## config.mk

```make
export PLATFORM = sky130hd
export DESIGN_NAME = seq_detect_ctrl
export DESIGN_NICKNAME = d
export VERILOG_FILES = /design/src/rtl/seq_detect_pkg.sv /design/src/rtl/seq_pattern_matcher.sv /design/src/rtl/seq_detect_ctrl.sv
export SDC_FILE = /design/constraint.sdc
export NUM_CORES = 1
export LEC_CHECK = 0
export CAP_MARGIN = 20
export CORE_MARGIN = 10
export CORE_UTILIZATION = 54
export DETAILED_ROUTE_END_ITERATION = 12
export HOLD_SLACK_MARGIN = 0.02
export PLACE_DENSITY = 0.91
export SYNTH_ARGS = -nofsm -noshare
export SYNTH_HDL_FRONTEND = slang
export SYNTH_HIERARCHICAL = 1
export SYNTH_SLANG_ARGS = --single-unit
```

## constraint.sdc

```tcl
create_clock -name clk_pulse -period 3.6 [get_ports clk_pulse]
set_clock_uncertainty 0.1 [all_clocks]
set_input_delay 0.72 -clock clk_pulse [delete_from_list [all_inputs] [get_ports clk_pulse]]
set_output_delay 0.72 -clock clk_pulse [all_outputs]
set_load 0.03 [all_outputs]
```

## src/rtl/seq_detect_pkg.sv

```systemverilog
// Shared types and reset constants for the serial sequence detector.
// Holds the controller state encoding and the power-on pattern configuration.
package seq_detect_pkg;

  typedef enum logic [1:0] {
    IDLE  = 2'b00,
    SHIFT = 2'b01
  } state_t;

  localparam logic [7:0] RST_PATTERN = 8'b00011011;
  localparam int         RST_LEN     = 5;
  localparam int         RST_THRESH  = 1;

endpackage

```

## src/rtl/seq_pattern_matcher.sv

```systemverilog
// Bit-serial Mealy matcher: keeps bit history and fill level, compares the low len bits.
// match_hit is combinational on the current bit; match_pulse is its registered copy.
module seq_pattern_matcher
  import seq_detect_pkg::*;
#(
  parameter int PAT_MAX = 8,
  parameter int LW      = $clog2(PAT_MAX) + 1
) (
  input  logic               clk,
  input  logic               rst_n,
  input  logic               bit_valid,
  input  logic               ser_bit,
  input  logic [PAT_MAX-1:0] pattern,
  input  logic [LW-1:0]      len,
  input  logic               flush,
  output logic               match_hit,
  output logic               match_pulse
);

  logic [PAT_MAX-1:0] history;
  logic [LW-1:0]      fill;
  logic [PAT_MAX-1:0] window;
  logic [PAT_MAX-1:0] mask;
  logic [LW:0]        fill_inc;

  always_comb begin
    window   = {history[PAT_MAX-2:0], ser_bit};
    fill_inc = {1'b0, fill} + (LW+1)'(1);
    mask     = '0;
    for (int i = 0; i < PAT_MAX; i++) begin
      mask[i] = (LW'(i) < len);
    end
    // fill_inc counts the bit being presented now, so a pattern of len bits
    // can complete on the len-th bit after a flush.
    match_hit = bit_valid && (len != '0) && (fill_inc >= {1'b0, len}) &&
                (((window ^ pattern) & mask) == '0);
  end

  always_ff @(posedge clk or negedge rst_n) begin
    if (!rst_n) begin
      history     <= '0;
      fill        <= '0;
      match_pulse <= 1'b0;
    end else if (flush) begin
      history     <= '0;
      fill        <= '0;
      match_pulse <= 1'b0;
    end else begin
      match_pulse <= match_hit;
      if (bit_valid) begin
        history <= window;
        if (fill != LW'(PAT_MAX)) begin
          fill <= fill + LW'(1);
        end
      end
    end
  end

endmodule

```

## src/rtl/seq_detect_ctrl.sv

```systemverilog
// Word-to-bit stream controller with programmable pattern, saturating match count and sticky irq.
// Optional SEQ_DETECT_MATCH_POS_EN adds match_pos; in_ready drops while a word is mid-shift.
module seq_detect_ctrl
  import seq_detect_pkg::*;
#(
  parameter int DATA_W  = 8,
  parameter int PAT_MAX = 8,
  parameter int CNT_W   = 8
) (
  input  logic                       clk_pulse,
  input  logic                       clear_n,
  input  logic                       cfg_we,
  input  logic [PAT_MAX-1:0]         cfg_pattern,
  input  logic [$clog2(PAT_MAX):0]   cfg_len,
  input  logic [CNT_W-1:0]           cfg_thresh,
  input  logic                       in_valid,
  output logic                       in_ready,
  input  logic [DATA_W-1:0]          in_data,
  input  logic                       irq_ack,
  output logic                       match_pulse,
  output logic [CNT_W-1:0]           match_count,
  output logic                       irq,
  output logic                       busy,
`ifdef SEQ_DETECT_MATCH_POS_EN
  output logic [$clog2(DATA_W)-1:0]  match_pos,
`endif
  output logic [1:0]                 present_state
);

  localparam int              LW      = $clog2(PAT_MAX) + 1;
  localparam int              IW      = $clog2(DATA_W);
  localparam logic [CNT_W-1:0] CNT_MAX = '1;

  state_t               state;
  logic [DATA_W-1:0]    word;
  logic [IW-1:0]        bit_idx;
  logic [PAT_MAX-1:0]   pattern_q;
  logic [LW-1:0]        len_q;
  logic [CNT_W-1:0]     thresh_q;
  logic [CNT_W-1:0]     cnt_q;
  logic                 irq_q;

  logic                 cfg_take;
  logic                 accept;
  logic                 match_hit;
  logic [LW-1:0]        len_clamped;
  logic [CNT_W-1:0]     cnt_inc;

  assign in_ready      = (state == IDLE) || ((state == SHIFT) && (bit_idx == '0));
  assign busy          = (state == SHIFT);
  assign present_state = state;
  assign accept        = in_valid && in_ready;
  assign cfg_take      = cfg_we && (state == IDLE);
  assign len_clamped   = (cfg_len > LW'(PAT_MAX)) ? LW'(PAT_MAX) : cfg_len;
  assign cnt_inc       = (cnt_q == CNT_MAX) ? cnt_q : cnt_q + CNT_W'(1);
  assign match_count   = cnt_q;
  assign irq           = irq_q;

  seq_pattern_matcher #(
    .PAT_MAX (PAT_MAX),
    .LW      (LW)
  ) u_matcher (
    .clk         (clk_pulse),
    .rst_n       (clear_n),
    .bit_valid   (busy),
    .ser_bit     (word[bit_idx]),
    .pattern     (pattern_q),
    .len         (len_q),
    .flush       (cfg_take),
    .match_hit   (match_hit),
    .match_pulse (match_pulse)
  );

  always_ff @(posedge clk_pulse or negedge clear_n) begin
    if (!clear_n) begin
      state     <= IDLE;
      word      <= '0;
      bit_idx   <= '0;
      pattern_q <= PAT_MAX'(RST_PATTERN);
      len_q     <= LW'(RST_LEN);
      thresh_q  <= CNT_W'(RST_THRESH);
    end else begin
      case (state)
        IDLE: begin
          if (cfg_we) begin
            pattern_q <= cfg_pattern;
            len_q     <= len_clamped;
            thresh_q  <= cfg_thresh;
          end
          if (accept) begin
            word    <= in_data;
            bit_idx <= IW'(DATA_W - 1);
            state   <= SHIFT;
          end
        end
        SHIFT: begin
          if (bit_idx == '0) begin
            // Last bit of the word: reload without a bubble if another is offered.
            if (in_valid) begin
              word    <= in_data;
              bit_idx <= IW'(DATA_W - 1);
            end else begin
              state <= IDLE;
            end
          end else begin
            bit_idx <= bit_idx - IW'(1);
          end
        end
        default: state <= IDLE;
      endcase
    end
  end

  always_ff @(posedge clk_pulse or negedge clear_n) begin
    if (!clear_n) begin
      cnt_q <= '0;
      irq_q <= 1'b0;
    end else if (cfg_take) begin
      cnt_q <= '0;
      irq_q <= 1'b0;
    end else if (irq_ack) begin
      // A match landing with the ack counts as the first match of the new epoch.
      cnt_q <= match_hit ? CNT_W'(1) : '0;
      irq_q <= match_hit && (thresh_q == CNT_W'(1));
    end else if (match_hit) begin
      cnt_q <= cnt_inc;
      if ((thresh_q != '0) && (cnt_q != CNT_MAX) && (cnt_inc == thresh_q)) begin
        irq_q <= 1'b1;
      end
    end
  end

`ifdef SEQ_DETECT_MATCH_POS_EN
  always_ff @(posedge clk_pulse or negedge clear_n) begin
    if (!clear_n) begin
      match_pos <= '0;
    end else if (match_hit) begin
      match_pos <= bit_idx;
    end
  end
`endif

endmodule

```

### Word level (Yosys, flattened, before mapping)

Index checks and enable logic that the tools add are counted.

* add/sub/neg operators: 4
* $lt $le $gt $ge: 11
* eq/ne operators: 11
* muxes and demuxes: 30
* bitwise logic cells: 2
* reduce and logical (&&, ||, !) cells: 26

Operator list (number)
* $mux W8: 7
* $lt A3 B4 Y1 const A: 4
* $mux W4: 4
* $pmux W8 S2: 1
* $mux W7: 2
* $logic_and A1 B1 Y1: 9
* $mux W3: 3
* $add A8 B1 Y8 const B: 1
* $and A8 B8 Y8: 1
* $eq A8 B1 Y1 const B: 1
* $eq A8 B8 Y1: 1
* $eq A8 B8 Y1 const B: 1
* $logic_not A8 Y1: 1
* $lt A1 B4 Y1 const A: 2
* $lt A2 B4 Y1 const A: 2
* $ne A2 B2 Y1 const B: 4
* $ne A8 B8 Y1 const B: 1
* $reduce_bool A8 Y1: 1
* $xor A8 B8 Y8: 1
* $mux W1: 7
* $mux W2: 3
* $pmux W3 S2: 1
* $reduce_and A2 Y1: 3
* $reduce_and A3 Y1: 2
* 18 further kinds: 21

* bits in registers: 54
* bits of input ports: 33
* output and inout bits: 14
* word-level logic and storage cells: 95

### Depth between registers and ports, before layout

* depth after elaboration: 9
* depth in mapped cells: 12
* depth with buffers taken out: 10

### By module

The synthesis kept the hierarchy.

By module, submodules not included
* seq_detect_ctrl: times used 1, cells an instance 196, area an instance 2190.9 sq um, seq. area each 1034.7 sq um
* seq_pattern_matcher: times used 1, cells an instance 84, area an instance 847.1 sq um, seq. area each 300.3 sq um

### Worst setup path after synthesis

No wires, ideal clock.

* kind: register to register
* start: register bit_idx[0]
* end: register irq_q (netlist: irq)
* library setup time: 0.104 ns
* data arrival time: 2.735 ns
* data required time: 3.396 ns
* slack: 0.661 ns
* cell stages (with the launch flop): 12
* path buffers: 1
* period minus slack after synthesis: 2.939 ns
* cell sequence: dfrtp_1 -> mux4_2 -> mux2_2 -> xor2_1 -> a2111oi_4 -> o211ai_2 -> nor3_2 -> buf_2 -> nand4_1 -> a21oi_2 -> nand4_1 -> o41ai_2

* word-level cells in the longest chain between the ends: 9
* elaborated cells between the ends (all ways): 11
* those cells by class: 4 x mux; 2 x bitwise; 5 x reduce/logical

Ends and longest elaborated chain
* from (decl): line seq_detect_ctrl.sv:36 `logic [IW-1:0] bit_idx;`
* from (signal assigned): line seq_detect_ctrl.sv:92 `bit_idx <= IW'(DATA_W - 1);`
* from (signal assigned): line seq_detect_ctrl.sv:101 `bit_idx <= IW'(DATA_W - 1);`
* from (signal assigned): line seq_detect_ctrl.sv:106 `bit_idx <= bit_idx - IW'(1);`
* $bmux W1 S3 *: line seq_detect_ctrl.sv:66 `.ser_bit (word[bit_idx]),`
* $mux W1 (not written as such) *: line seq_detect_ctrl.sv:66
* $xor A8 B8 Y8 *: line seq_pattern_matcher.sv:36 `(((window ^ pattern) & mask) == '0);`
* $and A8 B8 Y8 *: line seq_pattern_matcher.sv:36
* $logic_not A8 Y1 *: line seq_pattern_matcher.sv:36
* $logic_and A1 B1 Y1 *: line seq_pattern_matcher.sv:35 `match_hit = bit_valid && (len != '0) && (fill_inc >= {1'b0, len}) &&`
* named net match_hit: line seq_detect_ctrl.sv:45 `logic match_hit;`
* $logic_and A1 B1 Y1: line seq_detect_ctrl.sv:124 `irq_q <= match_hit && (thresh_q == CNT_W'(1));`
* $mux W1: line seq_detect_ctrl.sv:121 `end else if (irq_ack) begin`
* $mux W1: line seq_detect_ctrl.sv:118 `end else if (cfg_take) begin`
* to (signal assigned): line seq_detect_ctrl.sv:124
* to (decl): line seq_detect_ctrl.sv:41 `logic irq_q;`

Mark *: on every way through the listed nets, which the timed path passes. The rest lies on a longest branch. The select of a mux whose other input is x is not followed.
A chain may end at the register's enable or synchronous reset.

### Worst setup path after layout

* start: register bit_idx[0]
* end: register cnt_q[5] (netlist: match_count[5])

* word-level cells in the longest chain between the ends: 7

Ends and longest elaborated chain
* $bmux W1 S3: line seq_detect_ctrl.sv:66
* $mux W1 (not written as such): line seq_detect_ctrl.sv:66
* $xor A8 B8 Y8: line seq_pattern_matcher.sv:36
* $and A8 B8 Y8: line seq_pattern_matcher.sv:36
* $logic_not A8 Y1: line seq_pattern_matcher.sv:36
* $logic_and A1 B1 Y1: line seq_pattern_matcher.sv:35
* named net match_hit: line seq_detect_ctrl.sv:45
* $reduce_bool A3 Y1 (no source line)
* to (signal assigned): line seq_detect_ctrl.sv:123 `cnt_q <= match_hit ? CNT_W'(1) : '0;`
* to (signal assigned): line seq_detect_ctrl.sv:126 `cnt_q <= cnt_inc;`
* to (decl): line seq_detect_ctrl.sv:40 `logic [CNT_W-1:0] cnt_q;`

The timed path passes the listed nets, and every way through them passes these cells. The select of a mux whose other input is x is not followed.

==> summary.md <==
| Metric | Value |
|---|---|
| Status | `finished, final reports clean` |
| Pre-antenna DRT Iters | `4` |
| Synth-to-layout area growth | `19.6%` |
| # hold bufs at CTS | `0` |
| Antenna violations before repair | `0` |
| CTS tree | `yes` |
| Final wirelength | `6660 microns` |
| Post-DP Area | `~3500 sq um` |
| Req. time, crit path | `3.70 ns` |
| Maximum clock insertion buffer count | `2` |
| Vias in the first global route | `roughly 2.3k` |
| Number of diodes | `0` |
| Post-Syn Area | `roughly 3000 sq um` |
| Critical path launch point type | `flop` |
| Crit path kind | `flop to flop` |
| DR vias/cell | `5.70` |
| Sw Share | `0.390` |
| First-pass GRT wire length | `roughly 11,000 microns` |
| Synth top area cells | `dfrtp_1 (38%), mux2_2 (10%), dfstp_2 (6.1%)` |
| Num ports | `47` |
| Yosys top cell area share | `0.379` |
| Post-route clock period utilization | `0.892` |
| Largest net degree at the start of global routing | `34` |
| Initial DRC count | `approximately 130` |
| Die height | `between 90 and 100 microns` |
| Comb pwr share | `0.448` |
| Worst-margin pin slew | `a little over 0.7 ns` |
| FP Rows | `27` |
| Hpwl dp | `5240 microns` |
| Syn nets | `approximately 320` |
| Setup TNS | `0 ns` |
| Syn Area/Cell | `10.8 sq um` |
| Hold Fails Final Rpt | `0` |
| RSZ-0062 raised after global routing | `no` |
| Final period demand of the worst path | `~3.2 ns` |
| Fin nets | `~370` |
| Pwr Density | `about 740 nW/um^2` |
| Worst IR Drop VDD | `approximately 0.00048 V` |
| Gate Count Post-Synth | `between 200 and 300` |
| Postcts setup bufs | `0` |
| Worst-path clk slew | `approximately 0.10 ns` |
| DR WL/cell | `between 15 and 20 microns` |
| Post-synth EDFFs | `0` |
| Synth Flop Type | `dfrtp_1` |
| Final Instance Area | `about 3600 sq um` |
| Max Freq | `approximately 310 MHz` |
| CP cell instances | `mux4_2, mux2_2, xor2_1, a2111oi_4, o211ai_2, nor3_2, buf_4, o21ai_1, or3_1, xnor2_1, nor2_1` |
| Clock root cell | `clkbuf_8` |
| Reg power frac | `0.418` |
| Leak pwr | `roughly 0.0015 uW` |
| Sink Count | `53` |
| Synth cell types | `56` |
| CP peak stage delay | `0.51 ns` |
| Hold WC Path Type | `primary input to async pin` |
| Sequential area share after synthesis | `0.439` |
| Share of cells above drive strength 1 | `0.225` |
| DRC Markers | `0` |
| Max-cap violations | `0` |
| Worst-skew pair later-pin latency | `0.31 ns` |
| Post-CTS sizing | `0` |
| Ys async rst share | `1.00` |
| Port-buffer cells | `45` |
| Switching power | `~1100 uW` |
| GRT Overall Usage | `0.158` |
| DIE WIDTH | `roughly 95 microns` |
| CP top delay family | `multiplexers` |
| Final Max Slew Viols | `0` |
| Crit-path slowest cell | `mux4_2` |
| Max H-tree Level | `2` |
| Final count of negative-setup-slack endpoints | `0` |
| WP data arrival | `3.31 ns` |
| Slew headroom | `0.516` |
| Synth Register Bits | `53` |
| Vias | `2,257` |
| Worst-path maximum fanout | `8` |
| Clock Power Share | `0.134` |
| DIE AREA | `approximately 9000 sq um` |
| Placer's final routability congestion estimate | `around 0.92` |
| Synth Warn # | `6` |
| Grt total ovfl | `0` |
| Core Region | `about 5500 sq um` |
| R2R Setup Slk | `about 0.39 ns` |
| Routed Antenna Nets | `0` |
| Internal | `1650 uW` |
| Critical path buffers and inverters | `1` |
| Largest area contributor in the netlist | `dfrtp_1` |
| Worst setup EP type | `flop` |
| Starting Density | `0.555` |
| Fillers | `roughly 430` |
| Num CTS Buffers | `5` |
## through the flow
| step | worst slack, ns | std cells | total power [uW] | utilization | hold WS, ns |
|---|---|---|---|---|---|
| 2_1_floorplan | 0.661 | 280 | 2020 | - | 0.324 |
| 4_1_cts | 0.392 | 396 | 2710 | 0.664 | 0.382 |
| 6_report | 0.389 | 396 | 2700 | 0.664 | 0.359 |
| 5_1_grt | 0.259 | 396 | 2920 | 0.664 | 0.415 |
| 3_5_place_dp | 0.414 | 388 | 2350 | 0.645 | 0.395 |
| 3_3_place_gp | 0.511 | 388 | 2250 | 0.645 | 0.386 |
## area by class of cell
cell class / instances / area, sq um / share of cell area
Multi-Input combinational cell: 199 / 1560 / 0.431
Inverter: 12 / 45.0 / 0.0124
Clock buffer: 6 / 82.6 / 0.0227
Sequential cell: 53 / 1340 / 0.368
Clock inverter: 2 / 17.5 / 0.00482
Tap cell: 72 / 90.1 / 0.0248
Timing Repair Buffer: 52 / 498 / 0.137
## sequential cells by signal, indices dropped and copies added (netlist names)
name	cells
thresh_q	8
present_state	1
word	8
irq	1
u_matcher/fill	4
len_q	4
bit_idx	3
u_matcher/match_pulse	1
pattern_q	8
match_count	8
u_matcher/history	7
## synthesized netlist by cell type (3+ instances only)
| master | instances |
|---|---|
| a21oi_1 | 15 |
| xnor2_1 | 9 |
| a31oi_1 | 4 |
| ha_1 | 9 |
| dfstp_2 | 7 |
| nand2b_1 | 3 |
| buf_4 | 5 |
| nand3_1 | 5 |
| buf_2 | 8 |
| nor3_1 | 6 |
| or2_1 | 3 |
| nand2_1 | 7 |
| dfrtp_1 | 46 |
| mux2i_1 | 13 |
| nand3b_1 | 4 |
| xor2_1 | 10 |
| nor2_1 | 23 |
| inv_1 | 12 |
| nand4_1 | 6 |
| o21ai_0 | 9 |
| mux2_2 | 28 |
| o21ai_1 | 4 |
## power by group through the flow
| stage | Clock [uW] | Sequential [uW] | Combinational, uW |
|---|---|---|---|
| after floorplan | 0 | 1070 | 950 |
| after global placement | 0 | 1120 | 1140 |
| after detailed placement | 0 | 1140 | 1210 |
| after CTS | 368 | 1130 | 1220 |
| after global routing | 407 | 1170 | 1350 |
| final | 364 | 1130 | 1210 |
## cell usage in the layout (no fill, tap or decap), drive strengths merged, types with 2 or more instances in the layout
| cell type | synthesis | layout |
|---|---|---|
| buf | 15 | 8 |
| nand3 | 7 | 7 |
| or2 | 4 | 4 |
| nor3b | 2 | 2 |
| and2 | 4 | 4 |
| mux2 | 28 | 28 |
| xor2 | 10 | 10 |
| dfrtp | 46 | 46 |
| mux4 | 2 | 2 |
| nand2 | 8 | 8 |
| clkdlybuf4s50 | 0 | 44 |
| o21ai | 13 | 13 |
| and3 | 2 | 2 |
| nor2 | 26 | 26 |
| mux2i | 13 | 13 |
| inv | 12 | 13 |
| nor3 | 8 | 8 |
| or3 | 2 | 2 |
| nor4 | 2 | 2 |
| a211oi | 2 | 2 |
| a31oi | 4 | 4 |
| nand3b | 4 | 4 |
| a21oi | 16 | 16 |
| nand4 | 7 | 7 |
| xnor2 | 9 | 9 |
| ha | 9 | 9 |
| clkbuf | 1 | 6 |
| dfstp | 7 | 7 |
| nand2b | 3 | 3 |
| o211ai | 2 | 2 |
## cell families after synthesis
| logic type | Yosys count | synth area share |
|---|---|---|
| buffers and inverters | 28 | 0.0465 |
| other | 1 | 0.00123 |
| multiplexers | 43 | 0.161 |
| AO/OA/AOI/OAI | 46 | 0.104 |
| XOR/XNOR | 19 | 0.0548 |
| flip-flops | 53 | 0.439 |
| adder cells (fa/ha/maj) | 9 | 0.0371 |
| AND/OR/NAND/NOR | 81 | 0.155 |
## worst paths after layout
kind / start / endpoint / cells past startpoint
worst min register to register: word[2] / word[2] / 1
min in group clk_pulse: word[2] / word[2] / 1
worst max register to register: bit_idx[0] / match_count[5] / 11
worst min-delay path: clear_n / pattern_q[5] / 1
worst max-delay path: bit_idx[0] / match_count[5] / 11
max in group asynchronous: clear_n / pattern_q[1] / 2
## worst register-to-register path: stages, from the launching register on
cell	delay [ns]
dfrtp_1	0.43
mux4_2	0.51
mux2_2	0.30
xor2_1	0.21
a2111oi_4	0.30
o211ai_2	0.14
nor3_2	0.22
buf_4	0.20
o21ai_1	0.14
or3_1	0.35
xnor2_1	0.15
nor2_1	0.05
## layer usage
| metal | GRT usage | up-vias | share of wire |
|---|---|---|---|
| met4 | 0.0511 | 0 | 0.015 |
| li1 | - | 1076 | - |
| met3 | 0.0444 | 11 | 0.064 |
| met5 | 0 | - | 0 |
| met2 | 0.255 | 64 | 0.49 |
| met1 | 0.200 | 1106 | 0.43 |
Note: power is estimated with default switching activity, not from simulation.
